==> src/rtl/reg_ctrl_pkg.sv <==
// Shared types and default sizes for the shared-register write arbiter.
package reg_ctrl_pkg;

  typedef enum logic [0:0] {
    ARB    = 1'b0,
    LOCKED = 1'b1
  } arb_state_e;

  localparam int DEF_WIDTH   = 16;
  localparam int DEF_NUM_REQ = 4;

endpackage

==> src/rtl/reg_wr_arbiter_w16_if.sv <==
// Requester-side bus of the shared-register arbiter plus the register/status view.
// Handshake: a write transfers from requester i at a rising edge where req_valid[i]
// and req_ready[i] are both high; req_data/req_lock are sampled only at that edge,
// and a requester may drop req_valid without a transfer at no cost.
interface reg_wr_arbiter_w16_if #(
  parameter int WIDTH   = 16,
  parameter int NUM_REQ = 4
);
  localparam int IDX_W = (NUM_REQ > 1) ? $clog2(NUM_REQ) : 1;

  logic [NUM_REQ-1:0]       req_valid;
  logic [NUM_REQ-1:0]       req_lock;
  logic [NUM_REQ*WIDTH-1:0] req_data;
  logic [NUM_REQ-1:0]       req_ready;
  logic [WIDTH-1:0]         reg_q;
  logic [IDX_W-1:0]         reg_owner;
  logic                     wr_pulse;
  logic [15:0]              wr_count;
  logic                     locked;

  modport master (
    output req_valid, req_lock, req_data,
    input  req_ready, reg_q, reg_owner, wr_pulse, wr_count, locked
  );

  modport slave (
    input  req_valid, req_lock, req_data,
    output req_ready, reg_q, reg_owner, wr_pulse, wr_count, locked
  );
endinterface

==> src/rtl/rr_pick.sv <==
// Round-robin picker: first requester at or after ptr_i, searching upward modulo N.
module rr_pick #(
  parameter int N     = 4,
  parameter int IDX_W = 2
) (
  input  logic [N-1:0]     req_i,
  input  logic [IDX_W-1:0] ptr_i,
  output logic [N-1:0]     gnt_o,
  output logic [IDX_W-1:0] idx_o,
  output logic             any_o
);

  logic [IDX_W-1:0] cand;

  always_comb begin
    gnt_o = '0;
    idx_o = '0;
    any_o = 1'b0;
    cand  = '0;
    for (int k = 0; k < N; k++) begin
      cand = IDX_W'((int'(ptr_i) + k) % N);
      if (!any_o && req_i[cand]) begin
        any_o       = 1'b1;
        gnt_o[cand] = 1'b1;
        idx_o       = cand;
      end
    end
  end

endmodule

==> src/rtl/reg_wr_arbiter_w16.sv <==
// Round-robin arbiter granting NUM_REQ requesters write access to one shared
// register, with per-requester burst locking; the locked output is the FSM state view.
module reg_wr_arbiter_w16
  import reg_ctrl_pkg::*;
#(
  parameter int WIDTH   = DEF_WIDTH,
  parameter int NUM_REQ = DEF_NUM_REQ
) (
  input  logic                 clk,
  input  logic                 rst,
  reg_wr_arbiter_w16_if.slave  bus
);

  localparam int IDX_W = (NUM_REQ > 1) ? $clog2(NUM_REQ) : 1;

  arb_state_e         state_q, state_d;
  logic [IDX_W-1:0]   ptr_q, ptr_d;
  logic [IDX_W-1:0]   lock_id_q, lock_id_d;
  logic [WIDTH-1:0]   data_q;
  logic [IDX_W-1:0]   owner_q;
  logic               pulse_q;
  logic [15:0]        count_q;

  logic [NUM_REQ-1:0] pick_gnt;
  logic [IDX_W-1:0]   pick_idx;
  logic               pick_any;

  logic [NUM_REQ-1:0] ready_c;
  logic               fire;
  logic [IDX_W-1:0]   xfer_idx;
  logic [WIDTH-1:0]   xfer_data;

  function automatic logic [IDX_W-1:0] inc_mod(input logic [IDX_W-1:0] i);
    return (int'(i) == NUM_REQ - 1) ? '0 : i + 1'b1;
  endfunction

  rr_pick #(
    .N     (NUM_REQ),
    .IDX_W (IDX_W)
  ) u_pick (
    .req_i (bus.req_valid),
    .ptr_i (ptr_q),
    .gnt_o (pick_gnt),
    .idx_o (pick_idx),
    .any_o (pick_any)
  );

  always_comb begin
    state_d   = state_q;
    ptr_d     = ptr_q;
    lock_id_d = lock_id_q;
    ready_c   = '0;
    fire      = 1'b0;
    xfer_idx  = pick_idx;
    case (state_q)
      ARB: begin
        ready_c  = pick_gnt;
        fire     = pick_any;
        xfer_idx = pick_idx;
        if (pick_any) begin
          ptr_d = inc_mod(pick_idx);
          if (bus.req_lock[pick_idx]) begin
            state_d   = LOCKED;
            lock_id_d = pick_idx;
          end
        end
      end
      LOCKED: begin
        xfer_idx           = lock_id_q;
        fire               = bus.req_valid[lock_id_q];
        ready_c[lock_id_q] = bus.req_valid[lock_id_q];
        // Leave the burst when the owner goes idle or sends its unlocked last beat.
        if (!bus.req_valid[lock_id_q] || !bus.req_lock[lock_id_q]) begin
          state_d = ARB;
          ptr_d   = inc_mod(lock_id_q);
        end
      end
      default: state_d = ARB;
    endcase
    if (rst) begin
      ready_c = '0;
      fire    = 1'b0;
    end
  end

  always_comb begin
    xfer_data = '0;
    for (int i = 0; i < NUM_REQ; i++) begin
      if (xfer_idx == IDX_W'(i)) xfer_data = bus.req_data[i*WIDTH +: WIDTH];
    end
  end

  always_ff @(posedge clk) begin
    if (rst) begin
      state_q   <= ARB;
      ptr_q     <= '0;
      lock_id_q <= '0;
      data_q    <= '0;
      owner_q   <= '0;
      pulse_q   <= 1'b0;
      count_q   <= '0;
    end else begin
      state_q   <= state_d;
      ptr_q     <= ptr_d;
      lock_id_q <= lock_id_d;
      pulse_q   <= fire;
      if (fire) begin
        data_q  <= xfer_data;
        owner_q <= xfer_idx;
        count_q <= count_q + 16'd1;
      end
    end
  end

  assign bus.req_ready = ready_c;
  assign bus.reg_q     = data_q;
  assign bus.reg_owner = owner_q;
  assign bus.wr_pulse  = pulse_q;
  assign bus.wr_count  = count_q;
  assign bus.locked    = (state_q == LOCKED);

endmodule

==> src/flat_wrapper.sv <==
// flat-port wrapper written by rule: the top's interface ports become plain ports
module reg_wr_arbiter_w16_flat import reg_ctrl_pkg::*;
#(
  parameter int WIDTH   = DEF_WIDTH,
  parameter int NUM_REQ = DEF_NUM_REQ
)
  (clk, rst, bus_req_valid, bus_req_lock, bus_req_data, bus_req_ready, bus_reg_q, bus_reg_owner, bus_wr_pulse, bus_wr_count, bus_locked);
  reg_wr_arbiter_w16_if #(.WIDTH(WIDTH), .NUM_REQ(NUM_REQ)) bus_i ();
  input  logic clk;
  input  logic rst;
  input wire logic [$bits(bus_i.req_valid)-1:0] bus_req_valid;
  input wire logic [$bits(bus_i.req_lock)-1:0] bus_req_lock;
  input wire logic [$bits(bus_i.req_data)-1:0] bus_req_data;
  output wire logic [$bits(bus_i.req_ready)-1:0] bus_req_ready;
  output wire logic [$bits(bus_i.reg_q)-1:0] bus_reg_q;
  output wire logic [$bits(bus_i.reg_owner)-1:0] bus_reg_owner;
  output wire logic [$bits(bus_i.wr_pulse)-1:0] bus_wr_pulse;
  output wire logic [$bits(bus_i.wr_count)-1:0] bus_wr_count;
  output wire logic [$bits(bus_i.locked)-1:0] bus_locked;
  assign bus_i.req_valid = bus_req_valid;
  assign bus_i.req_lock = bus_req_lock;
  assign bus_i.req_data = bus_req_data;
  assign bus_req_ready = bus_i.req_ready;
  assign bus_reg_q = bus_i.reg_q;
  assign bus_reg_owner = bus_i.reg_owner;
  assign bus_wr_pulse = bus_i.wr_pulse;
  assign bus_wr_count = bus_i.wr_count;
  assign bus_locked = bus_i.locked;
  reg_wr_arbiter_w16 #(.WIDTH(WIDTH), .NUM_REQ(NUM_REQ)) u_core (.clk(clk), .rst(rst), .bus(bus_i));
endmodule
==> config.mk <==
export PLATFORM = sky130hd
export DESIGN_NAME = reg_wr_arbiter_w16_flat
export DESIGN_NICKNAME = d
export VERILOG_FILES = /design/src/rtl/reg_ctrl_pkg.sv /design/src/rtl/reg_wr_arbiter_w16_if.sv /design/src/rtl/rr_pick.sv /design/src/rtl/reg_wr_arbiter_w16.sv /design/src/flat_wrapper.sv
export SDC_FILE = /design/constraint.sdc
export NUM_CORES = 1
export LEC_CHECK = 0
export BUFFER_PORTS_ARGS = -buffer_cell sky130_fd_sc_hd__buf_2
export CORE_ASPECT_RATIO = 1.1
export CORE_MARGIN = 3
export CORE_UTILIZATION = 45
export DETAILED_ROUTE_END_ITERATION = 10
export GPL_TIMING_DRIVEN = 0
export PLACE_DENSITY = 0.86
export SYNTH_ARGS = -nofsm -noshare
export SYNTH_HDL_FRONTEND = slang
export SYNTH_SLANG_ARGS = --single-unit
==> constraint.sdc <==
create_clock -name clk -period 4.95 [get_ports clk]
set_clock_uncertainty 0.15 [all_clocks]
set_input_delay 0.495 -clock clk [delete_from_list [all_inputs] [get_ports clk]]
set_output_delay 0.495 -clock clk [all_outputs]
set_load 0.005 [all_outputs]
==> out/summary.txt <==
RR Startpoint -> u_core.ptr_q[0]
Number of slew-limit violations in the final report -> 0
Initial Util -> 0.469
Initial DRC Count -> 128
Syn-to-layout area delta -> 27.0%
Worst Slack Setup Final -> 823 ps
Setup Viol. Count Final -> 0
Crit. End Element -> output pin
PortBufs -> 112
Nets -> 552
Total congestion overflow -> 0
Post-synth net total -> 433
Worst min-delay path class -> flop to flop
Cell mode on critical path -> buf_2
Final ANT Viol Nets -> 0
WP data arrival -> 3480 ps
Final hold viol count -> 0
Root Driver -> clkbuf_8
Most frequent cells in the layout -> buf_2 (116), dfxtp_1 (40), nand2_1 (33), o21ai_0 (28), nor2_1 (23)
Routability Congestion -> 0.932
Tmin final -> 4130 ps
CTS Sinks -> 40
Post-DP HPWL -> 6390 µm
Max incr delay on CP -> 480 ps
Resized cells post-CTS -> 0
Antenna cells -> 0
Worst-Skew Late Latency -> 280 ps
TNS Setup -> 0 ps
# rows -> 30
Die Wd -> 82.9 µm
GRT Total Usage -> 0.211
Htree depth -> 2
Num ports -> 114
Fmax achieved -> 0.242 GHz
R2R depth -> 11
Vias per cell -> 5.61
Cells along the critical path -> buf_2 -> inv_1 -> ha_1 -> clkbuf_1 -> mux4_2 -> or3_1 -> nor2_1 -> and2_1 -> o21ai_0 -> a21oi_1 -> buf_2
Startpoint Class -> flop
Hold Slack -> 328 ps
CTS Hold Bufs -> 0
Post-synth EDFFs -> 0
Cell Pwr Density -> 558 nW/µm²
Critical Path RT -> 4300 ps
Outcome -> complete, no violations
Vias in the first global route -> 3033
Drt total wl -> 8210 µm
Die area -> 7510 µm²
Worst path slowest cell -> mux4_2
Peak VDD IR -> 0.372 mV
Post-CTS Setup Inserts -> 0
Maxcap violations -> 0
Final Instance Area -> 3710 µm²
Async S/R FF share, synth -> 0
Synthesized area per cell -> 8.45 µm²
Layout cell share with drive strength beyond 1 -> 0.316
Routed WL per cell -> 15.1 µm
RSZ-0062 raised after global routing -> false
Post-DP Area -> 3590 µm²
Largest net degree at the start of global routing -> 13
Commonest non-fill, non-tap cell in the layout -> buf_2
Ys flop type -> dfxtp_1
Netlist Area Pre-Place -> 2930 µm²
Clock tree buffer depth -> 2
Worst R2R End -> u_core.bus.reg_q[12]
Synth Register Bits -> 40
Hold Path Depth -> 2
CTS tree -> done
Register area share after synthesis -> 0.274
Core area -> 6230 µm²
Die H -> 90.6 µm
Relative slew slack -> 0.372
Placement Setup Slack -> 1130 ps
TritonCTS Buffers -> 5
CP Class -> flop to output pin
Worst slew pin tran -> 934 ps
Distinct cells, synth -> 48
Crit share post-route -> 0.834
Vias -> 3058
# DRC -> 0
FF-to-FF setup slack -> 1060 ps
Filler instances -> 561
First-pass GRT wire length -> 13600 µm
DR pass1 iterations -> 4
Crit path max fanout -> 9
Clk pin slew, worst setup/hold paths -> 80 ps
Synth Instances -> 346
Synth Warn # -> 0
Worst Hold End -> u_core.bus.reg_q[12]
Placed cells -> 538
Worst Hold Launch -> u_core.bus.reg_q[12]
Final cell count without fillers -> 545
Initial antenna violation count -> 0
Leakage -> 1.69 nW
how the worst max path moves through the flow:
stage                          startpoint                       to  slack, ps  depth (start not counted)
after floorplan           u_core.ptr_q[0]  u_core.bus.wr_count[13]       1720                         10
after global placement    u_core.ptr_q[0]     u_core.bus.reg_q[12]       1180                         11
after detailed placement  u_core.ptr_q[0]     u_core.bus.reg_q[10]       1130                         11
after CTS                 u_core.ptr_q[0]         bus_req_ready[1]        810                         11
after global routing      u_core.ptr_q[0]         bus_req_ready[0]        550                         11
final                     u_core.ptr_q[0]         bus_req_ready[1]        820                         11
worst max-delay path, delay by kind of cell (launching register included):
| kind | cells | cell delay [ps] |
|---|---|---|
| flip-flops | 1 | 430 |
| AO/OA/AOI/OAI | 2 | 250 |
| AND/OR/NAND/NOR | 3 | 860 |
| buffers and inverters | 4 | 860 |
| multiplexers | 1 | 480 |
| adder cells (fa/ha/maj) | 1 | 320 |
power by group:
part	internal, mW	leakage [nW]	total, mW	switching (mW)
combinational	0.551	1.30	1.28	0.728
clock	0.199	0.0642	0.313	0.114
sequential	0.409	0.329	0.482	0.0737
routing by layer:
| layer | GRT usage | vias to the layer above | wire length [µm] |
|---|---|---|---|
| met3 | 0.0301 | 16 | 391 |
| met5 | 0 | - | 0 |
| met1 | 0.261 | 1444 | 3600 |
| met4 | 0.0681 | 0 | 171 |
| li1 | - | 1499 | - |
| met2 | 0.374 | 99 | 4060 |
flip-flops by register name, summed over array words and instances, names as in the netlist:
register and cells:
u_core.ptr_q 2, u_core.bus.wr_pulse 1, u_core.bus.wr_count 16, u_core.lock_id_q 2, u_core.bus.locked 1, u_core.bus.reg_q 16, u_core.bus.reg_owner 2
layout make-up:
class / count / area, µm² / area share
plain buffers: 25 / 121 / 0.0327
clock buffers: 5 / 68.8 / 0.0185
clock inverters: 2 / 60.1 / 0.0162
inverters: 7 / 26.3 / 0.00707
multi-input cells: 274 / 1980 / 0.532
flip-flops and latches: 40 / 801 / 0.216
well taps: 80 / 100 / 0.0269
repair buffers: 112 / 561 / 0.151
cell usage after synthesis, drive strengths merged, types with 4 or more instances:
library cell | n | area share
xor2 | 6 | 0.018
ha | 13 | 0.056
mux4 | 6 | 0.046
nor3 | 7 | 0.012
clkbuf | 17 | 0.022
inv | 7 | 0.0090
mux2i | 21 | 0.072
nand4 | 9 | 0.019
mux2 | 6 | 0.023
dfxtp | 40 | 0.27
nand3 | 4 | 0.0068
nand2b | 4 | 0.0086
nor2b | 6 | 0.013
nand2 | 34 | 0.046
buf | 8 | 0.020
and3 | 18 | 0.038
a21oi | 9 | 0.015
o211ai | 16 | 0.041
and2 | 7 | 0.015
nor2 | 24 | 0.033
a22oi | 5 | 0.013
a21boi | 17 | 0.044
a211oi | 5 | 0.016
o21ai | 28 | 0.048
metrics by stage:
step	power [mW]	utilization
final	2.07	0.596
after global routing	2.23	0.596
after CTS	2.07	0.596
after detailed placement	1.75	0.576
after global placement	1.71	0.576
after floorplan	1.40	-
kinds of logic after synthesis:
kind of cell | count (synthesis) | share of synthesized area
mux | 33 | 0.141
compound gates | 95 | 0.228
fa+ha+maj | 13 | 0.0556
buf+inv | 32 | 0.0505
simple gates | 124 | 0.224
flops | 40 | 0.274
xor+xnor | 9 | 0.0269
Note: power is estimated with default switching activity, not from simulation.
